## config.mk

```make
export PLATFORM = sky130hd
export DESIGN_NAME = lp_sync_filter
export DESIGN_NICKNAME = d
export VERILOG_FILES = /design/src/rtl/lp_sync_pkg.sv /design/src/rtl/lp_sync_chan.sv /design/src/rtl/lp_sync_filter.sv
export SDC_FILE = /design/constraint.sdc
export NUM_CORES = 1
export LEC_CHECK = 0
export BUFFER_PORTS_ARGS = -buffer_cell sky130_fd_sc_hd__buf_4
export CAP_MARGIN = 20
export CORE_UTILIZATION = 45
export DETAILED_ROUTE_END_ITERATION = 8
export GPL_TIMING_DRIVEN = 0
export PLACE_DENSITY = 0.74
export SYNTH_ARGS = -nofsm -noshare
export SYNTH_HDL_FRONTEND = slang
export SYNTH_SLANG_ARGS = --single-unit
export TNS_END_PERCENT = 100
```

## constraint.sdc

```tcl
create_clock -name clk -period 1.3 [get_ports clk]
set_clock_uncertainty 0.15 [all_clocks]
set_input_delay 0.26 -clock clk [delete_from_list [all_inputs] [get_ports clk]]
set_output_delay 0.26 -clock clk [all_outputs]
set_load 0.01 [all_outputs]
```

## src/rtl/lp_sync_pkg.sv

```systemverilog
// lp_sync_pkg: shared constants and helpers for the LP-line synchroniser/filter.
//   LP_SYNC_MAX_STAGES : deepest synchroniser chain supported
//   LP_SYNC_MAX_FILTER : longest persistence filter supported
//   LP_GLITCH_CNT_W    : width of each per-channel glitch counter
//   lp_cnt_w()         : filter counter width for a given FILTER_LEN
package lp_sync_pkg;
    localparam int LP_SYNC_MAX_STAGES = 4;
    localparam int LP_SYNC_MAX_FILTER = 15;
    localparam int LP_GLITCH_CNT_W    = 4;

    function automatic int lp_cnt_w(input int filter_len);
        return $clog2(filter_len + 1);
    endfunction
endpackage

```

## src/rtl/lp_sync_chan.sv

```systemverilog
// lp_sync_chan: one LP-line channel -- sync chain, persistence filter,
// registered edge pulses and (optionally) a saturating glitch counter.
// Optional feature macro: LP_SYNC_GLITCH_CNT_EN (adds glitch_cnt).
// Ports:
//   clk, rst    : clock, asynchronous active-high reset
//   async_in    : unsynchronised input bit
//   stable_out  : synchronised, filtered level
//   rise, fall  : 1-cycle pulses aligned with stable_out changing
//   change      : combinational "stable_out updates at the next edge",
//                 lets the top register any_change in step with rise/fall
//   glitch_cnt  : count of rejected runs, saturating (macro only)
module lp_sync_chan
    import lp_sync_pkg::*;
#(
    parameter int   STAGES     = 2,
    parameter int   FILTER_LEN = 4,
    parameter logic RESET_BIT  = 1'b0
) (
    input  logic clk,
    input  logic rst,
    input  logic async_in,
    output logic stable_out,
    output logic rise,
    output logic fall,
`ifdef LP_SYNC_GLITCH_CNT_EN
    output logic [LP_GLITCH_CNT_W-1:0] glitch_cnt,
`endif
    output logic change
);
    localparam int               CNT_W    = lp_cnt_w(FILTER_LEN);
    localparam logic [CNT_W-1:0] CNT_LAST = CNT_W'(FILTER_LEN - 1);

    logic [STAGES-1:0] s;
    logic [CNT_W-1:0]  cnt;
    logic              syn;
    logic              differ;
    logic              take;

    assign syn    = s[STAGES-1];
    assign differ = syn ^ stable_out;
    // The run has persisted FILTER_LEN samples once this edge lands.
    assign take   = differ && (cnt == CNT_LAST);
    assign change = take;

    // Plain flop chain: nothing may sit between stages.
    always_ff @(posedge clk or posedge rst) begin
        if (rst) s <= {STAGES{RESET_BIT}};
        else     s <= {s[STAGES-2:0], async_in};
    end

    always_ff @(posedge clk or posedge rst) begin
        if (rst) begin
            cnt        <= '0;
            stable_out <= RESET_BIT;
            rise       <= 1'b0;
            fall       <= 1'b0;
        end else begin
            rise <= take & syn;
            fall <= take & ~syn;
            if (!differ) begin
                cnt <= '0;
            end else if (take) begin
                stable_out <= syn;
                cnt        <= '0;
            end else begin
                cnt <= cnt + CNT_W'(1);
            end
        end
    end

`ifdef LP_SYNC_GLITCH_CNT_EN
    // A rejected run ends when the input agrees again with a count pending.
    always_ff @(posedge clk or posedge rst) begin
        if (rst)
            glitch_cnt <= '0;
        else if (!differ && (cnt != '0) && (glitch_cnt != '1))
            glitch_cnt <= glitch_cnt + LP_GLITCH_CNT_W'(1);
    end
`endif
endmodule

```

## src/rtl/lp_sync_filter.sv

```systemverilog
// lp_sync_filter: WIDTH independent LP-line synchronisers with glitch filter.
// Optional feature macro: LP_SYNC_GLITCH_CNT_EN (adds glitch_cnt port).
// Ports:
//   clk, rst    : clock, asynchronous active-high reset
//   async_in    : WIDTH unsynchronised inputs
//   stable_out  : WIDTH synchronised, filtered levels (reset to RESET_VAL)
//   rise, fall  : WIDTH 1-cycle edge pulses
//   any_change  : registered OR of rise|fall, aligned with them
//   glitch_cnt  : 4 bits per channel, channel i at [4i+3:4i] (macro only)
module lp_sync_filter
    import lp_sync_pkg::*;
#(
    parameter int               WIDTH      = 2,
    parameter int               STAGES     = 2,
    parameter int               FILTER_LEN = 4,
    parameter logic [WIDTH-1:0] RESET_VAL  = {WIDTH{1'b0}}
) (
    input  logic             clk,
    input  logic             rst,
    input  logic [WIDTH-1:0] async_in,
    output logic [WIDTH-1:0] stable_out,
    output logic [WIDTH-1:0] rise,
    output logic [WIDTH-1:0] fall,
`ifdef LP_SYNC_GLITCH_CNT_EN
    output logic [WIDTH*LP_GLITCH_CNT_W-1:0] glitch_cnt,
`endif
    output logic             any_change
);
    if (STAGES < 2 || STAGES > LP_SYNC_MAX_STAGES) begin : g_bad_stages
        $error("lp_sync_filter: STAGES must be 2..4");
    end
    if (FILTER_LEN < 1 || FILTER_LEN > LP_SYNC_MAX_FILTER) begin : g_bad_filter
        $error("lp_sync_filter: FILTER_LEN must be 1..15");
    end

    logic [WIDTH-1:0] change;

    for (genvar i = 0; i < WIDTH; i++) begin : g_chan
        lp_sync_chan #(
            .STAGES    (STAGES),
            .FILTER_LEN(FILTER_LEN),
            .RESET_BIT (RESET_VAL[i])
        ) u_chan (
            .clk       (clk),
            .rst       (rst),
            .async_in  (async_in[i]),
            .stable_out(stable_out[i]),
            .rise      (rise[i]),
            .fall      (fall[i]),
`ifdef LP_SYNC_GLITCH_CNT_EN
            .glitch_cnt(glitch_cnt[i*LP_GLITCH_CNT_W +: LP_GLITCH_CNT_W]),
`endif
            .change    (change[i])
        );
    end

    // Registered from the same "take" terms as rise/fall, so it lines up.
    always_ff @(posedge clk or posedge rst) begin
        if (rst) any_change <= 1'b0;
        else     any_change <= |change;
    end
endmodule

```

# Yosys cells after proc, flatten, opt, wreduce, memory -nomap -nowiden
# Cells that the tools add are included.
op_classes:
  n_addsub: 2
  eq_ne: 2
  muxes: 4
  n_bitwise: 8
  n_reduce_logical: 5
ops:
  columns: ["op", "count"]
  rows:
  - ["2-to-1 mux 3 bit", 4]
  - ["adder 3 x 1 -> 3 bit, second input constant", 2]
  - ["== test 3 x 2 -> 1 bit, second input constant", 2]
  - ["AND 1 bit", 4]
  - ["AND reduction 2 bit", 2]
  - ["logical AND 1 bit", 2]
  - ["NOT 1 bit", 2]
  - ["OR reduction 2 bit", 1]
  - ["XOR 1 bit", 2]
word_totals:
  reg_bits: 17
  in_bits: 4
  out_inout_bits: 7
  wordCells: 32

# Depth between registers and ports, before layout
logic_depth:
  word_depth: 4
  depth_mapped: 3

# Modules after synthesis
# A second synthesis with hierarchy kept.
unflattened:
  cells_unflattened: 41
  area_unflattened_um2: 620.6
by_module_without_submodules:
  columns: ["mod", "n_inst", "cells_per_inst", "area_per_inst_um2", "seq_area_each_um2"]
  rows:
  - ["lp_sync_chan", 2, 19, 292.8, 200.2]
  - ["lp_sync_filter", 1, 3, 35.0, 25.0]

# Worst setup path after synthesis
# No wires, ideal clock.
synth_path:
  path_kind: "register to register"
  from: "register g_chan[1].u_chan.cnt[0]"
  to: "register g_chan[1].u_chan.stable_out"
  arrival_ns: 0.994
  required_ns: 1.025
  path_slack_ns: 0.031
  stages_incl_launch_ff: 4
  n_path_buf: 0
  synth_period_minus_slack_ns: 1.269
  cell_sequence: "dfrtp_1 -> ha_1 -> nand2b_4 -> mux2_2"
synth_between:
  elab_chain_cells: 3
synth_lines:
  columns: ["element", "line_no", "text"]
  rows:
  - ["start, declared", "lp_sync_chan.sv:34", "logic [CNT_W-1:0] cnt;"]
  - ["start signal, assigned", "lp_sync_chan.sv:66", "cnt <= cnt + CNT_W'(1);"]
  - ["== test 3 x 2 -> 1 bit", "lp_sync_chan.sv:42", "assign take = differ && (cnt == CNT_LAST);"]
  - ["logical AND 1 bit", "lp_sync_chan.sv:42", null]
  - ["AND reduction 2 bit (no line)", null, null]
  - ["end signal, assigned", "lp_sync_chan.sv:63", "stable_out <= syn;"]
  - ["end, declared", "lp_sync_chan.sv:22", "output logic stable_out,"]
# No other way between the ends.
# A chain may end at the register's enable or synchronous reset.

# Worst setup path after layout
layout_path:
  from: "register g_chan[0].u_chan.cnt[0]"
  to: "register g_chan[0].u_chan.stable_out"
layout_between:
  elab_chain_cells: 3
layout_lines:
  columns: ["element", "line_no"]
  rows:
  - ["start, declared", "lp_sync_chan.sv:34"]
  - ["start signal, assigned", "lp_sync_chan.sv:66"]
  - ["== test 3 x 2 -> 1 bit", "lp_sync_chan.sv:42"]
  - ["logical AND 1 bit", "lp_sync_chan.sv:42"]
  - ["AND reduction 2 bit (no line)", null]
  - ["end signal, assigned", "lp_sync_chan.sv:63"]
  - ["end, declared", "lp_sync_chan.sv:22"]
# No other way between the ends.

==> reports/metrics.csv <==
metric,value,unit
status,completed,
Synth Instances,44,
synth unique cells,13,
Max Used Layer,met4,
largest net degree at the start of global routing,18,
Port Buffers,10,
Synth Area in Simple Gates,0.162,
pwr dens,1780,mW/mm^2
Rel. slew slack,0.592,
CTS buffer count,3,
nature of the critical path endpoint,flop,
Hold Path Class,flop to flop,
Max Buffers Root-to-Sink,2,
max-slew violation count,0,
NetSw,440,uW
CP Data Required Time,1.32,ns
Worst Hold Path Cells,0,
GRT Resource Usage Total,0.147,
layout overhead on the synthesized area,31.0,%
clk root buf,clkbuf_4,
Finished Layout Cells,74,
DR pass1 iterations,1,
worst min-delay path startpoint,g_chan[1].u_chan.s[0],
cell row count,13,
Met2 Routed Length,494,microns
Initial Util,0.494,
share of cells above drive strength 1,0.458,
sequential share of the synthesized area,0.654,
worst reg2reg path endpoint,g_chan[0].u_chan.stable_out,
largest family of logic cells by synthesized area,simple AND/OR/NAND/NOR gates,
DPL Wire Length,559,microns
"Max FO, Critical Path",2,
Inserted Diodes,0,
measured slew at the worst slew-check pin,0.611,ns
Cell Int Power,1070,uW
WL/cell,12.2,microns
critical path launch point type,flop,
core area,0.00132,sq mm
Max IR drop VDD,928,uV
R2R Setup Slk,0.01,ns
logic gate share of total power,0.360,
initial antenna violation count,0,
utilization after layout,0.647,
sw frac,0.291,
Met1 Routed Length,368,microns
f_max,0.776,GHz
post-synthesis mux area share,0.0346,
Clock Pin Slew Worst Setup and Hold Paths,0.09,ns
Fin. Hold Viols,0,
H-tree lvl count,1,
Vias,365,
Die Y-Extent,40.0,microns
Final Hold Slack,0.205,ns
Max Cap Violations,0,
Syn Nets,50,
first-pass GRT wire length,1460,microns
routed wire length,904,microns
Top Ports,11,
"flops & latches, synth",17,
Syn Area/Cell,14.8,sq um
dpl cells,69,
critical path data arrival time,1.30,ns
vias in the first global route,348,
"Remaining Overflow, GRT",0,
Final period util,0.991,
Routability Congestion,0.613,
adder-cell share of the synthesized area,0.0385,
Setup Crit Path Kind,flop to flop,
YS warnings,0,
Post-DRT Antenna Nets,0,
Post-Synth XOR/XNOR Area,0.0269,
unrepaired setup endpoints after global routing,true,
worst setup path startpoint,g_chan[0].u_chan.cnt[0],
drc violations,0,
count of final setup violators,0,
Clk pwr share,0.177,
WL met3,30,microns
Leak,0.000402,uW
CTS tree,yes,
Compound-Gate Fraction of Synth Area,0.00962,
Period minus WS final,1.29,ns
synthesized cell area,651,sq um
"most common cell after layout, fill and taps aside",dfrtp_1,
most frequent cells in the layout,"17 x dfrtp_1, 9 x buf_4, 7 x nor3b_1",
Worst Hold Endpoint,g_chan[1].u_chan.s[1],
via/cell ratio,4.93,
die area,0.00160,sq mm
setup TNS,0,ns
nets@finish,66,
die width,40.0,microns
Seq pwr share,0.463,
R2R depth,3,
1st-iter DRT viols,0,
clk sinks,17,
Worst R2R Start,g_chan[0].u_chan.cnt[0],
Worst-Skew Late Latency,0.28,ns
-- routing by layer --
metal / track usage / vias to the layer above
met4: 0.0776 / 0
li1: - / 172
met1: 0.190 / 183
met3: 0.0500 / 2
met5: 0 / -
met2: 0.218 / 8
-- cells in the mapped netlist --
cell	n	area, sq um
buf_4	6	45.0
dfrtp_1	17	425
ha_1	2	25.0
inv_1	1	3.75
mux2_2	2	22.5
nand2b_1	1	6.26
nand2b_4	1	13.8
nor2b_1	1	6.26
nor2b_4	1	13.8
nor3_1	1	5.00
nor3b_1	8	60.1
o22ai_1	1	6.26
xnor2_1	2	17.5
-- final cells by class --
type	count	area, sq um
Tap cell	15	18.8
Sequential cell	17	425
Inverter	1	3.75
Fill cell	104	465
Multi-Input combinational cell	20	224
Timing Repair Buffer	17	154
Clock buffer	4	26.3
-- power by group through the flow --
| stage | combinational (uW) | sequential (uW) | clock [uW] |
|---|---|---|---|
| 2_1_floorplan | 285 | 701 | 0 |
| 3_3_place_gp | 390 | 710 | 0 |
| 3_5_place_dp | 406 | 715 | 0 |
| 4_1_cts | 475 | 687 | 278 |
| 5_1_grt | 605 | 711 | 301 |
| 6_report | 546 | 701 | 268 |
-- kinds of logic after synthesis --
group | count (synthesis)
XOR/XNOR | 2
buffers and inverters | 7
AO/OA/AOI/OAI | 1
flip-flops | 17
multiplexers | 2
adder cells (fa/ha/maj) | 2
AND/OR/NAND/NOR | 13
-- metrics by stage --
stage | instance area (sq um) | setup slack [ns] | total power (uW)
3_5_place_dp | 744 | -0.0268 | 1120
5_1_grt | 852 | -0.0418 | 1620
3_3_place_gp | 744 | -0.00458 | 1100
4_1_cts | 840 | 0.000695 | 1440
2_1_floorplan | 651 | 0.0312 | 986
6_report | 852 | 0.0120 | 1520
-- timing repair --
action	CTS	global route
endpoints found under the hold margin	19	0
gates cloned	0	0
pin swaps	1	3
hold buffers	3	0
setup endpoints to repair	8	13
buffers inserted	4	0
resized for setup	7	7
-- state kept, by name, indices dropped and copies added, names as in the netlist --
name and cells:
g_chan.u_chan.cnt 6, g_chan.u_chan.s 4, g_chan.u_chan.fall 2, g_chan.u_chan.rise 2, g_chan.u_chan.stable_out 2, any_change 1
-- worst max-delay path, stage by stage (launching register included) --
cell and delay (ns):
dfrtp_1 0.38, ha_2 0.19, nor2b_4 0.15, mux2_4 0.31
-- worst max path at each step --
stage | endpoint | slack (ns) | cells after the start
finish | g_chan[0].u_chan.stable_out | 0.01 | 3
CTS | rise[1] | 0.0007 | 2
global route | g_chan[0].u_chan.stable_out | -0.04 | 3
detailed placement | g_chan[0].u_chan.stable_out | -0.03 | 3
global placement | g_chan[1].u_chan.stable_out | -0.005 | 3
floorplan | g_chan[1].u_chan.stable_out | 0.03 | 3
(Power assumes the default switching activity.)
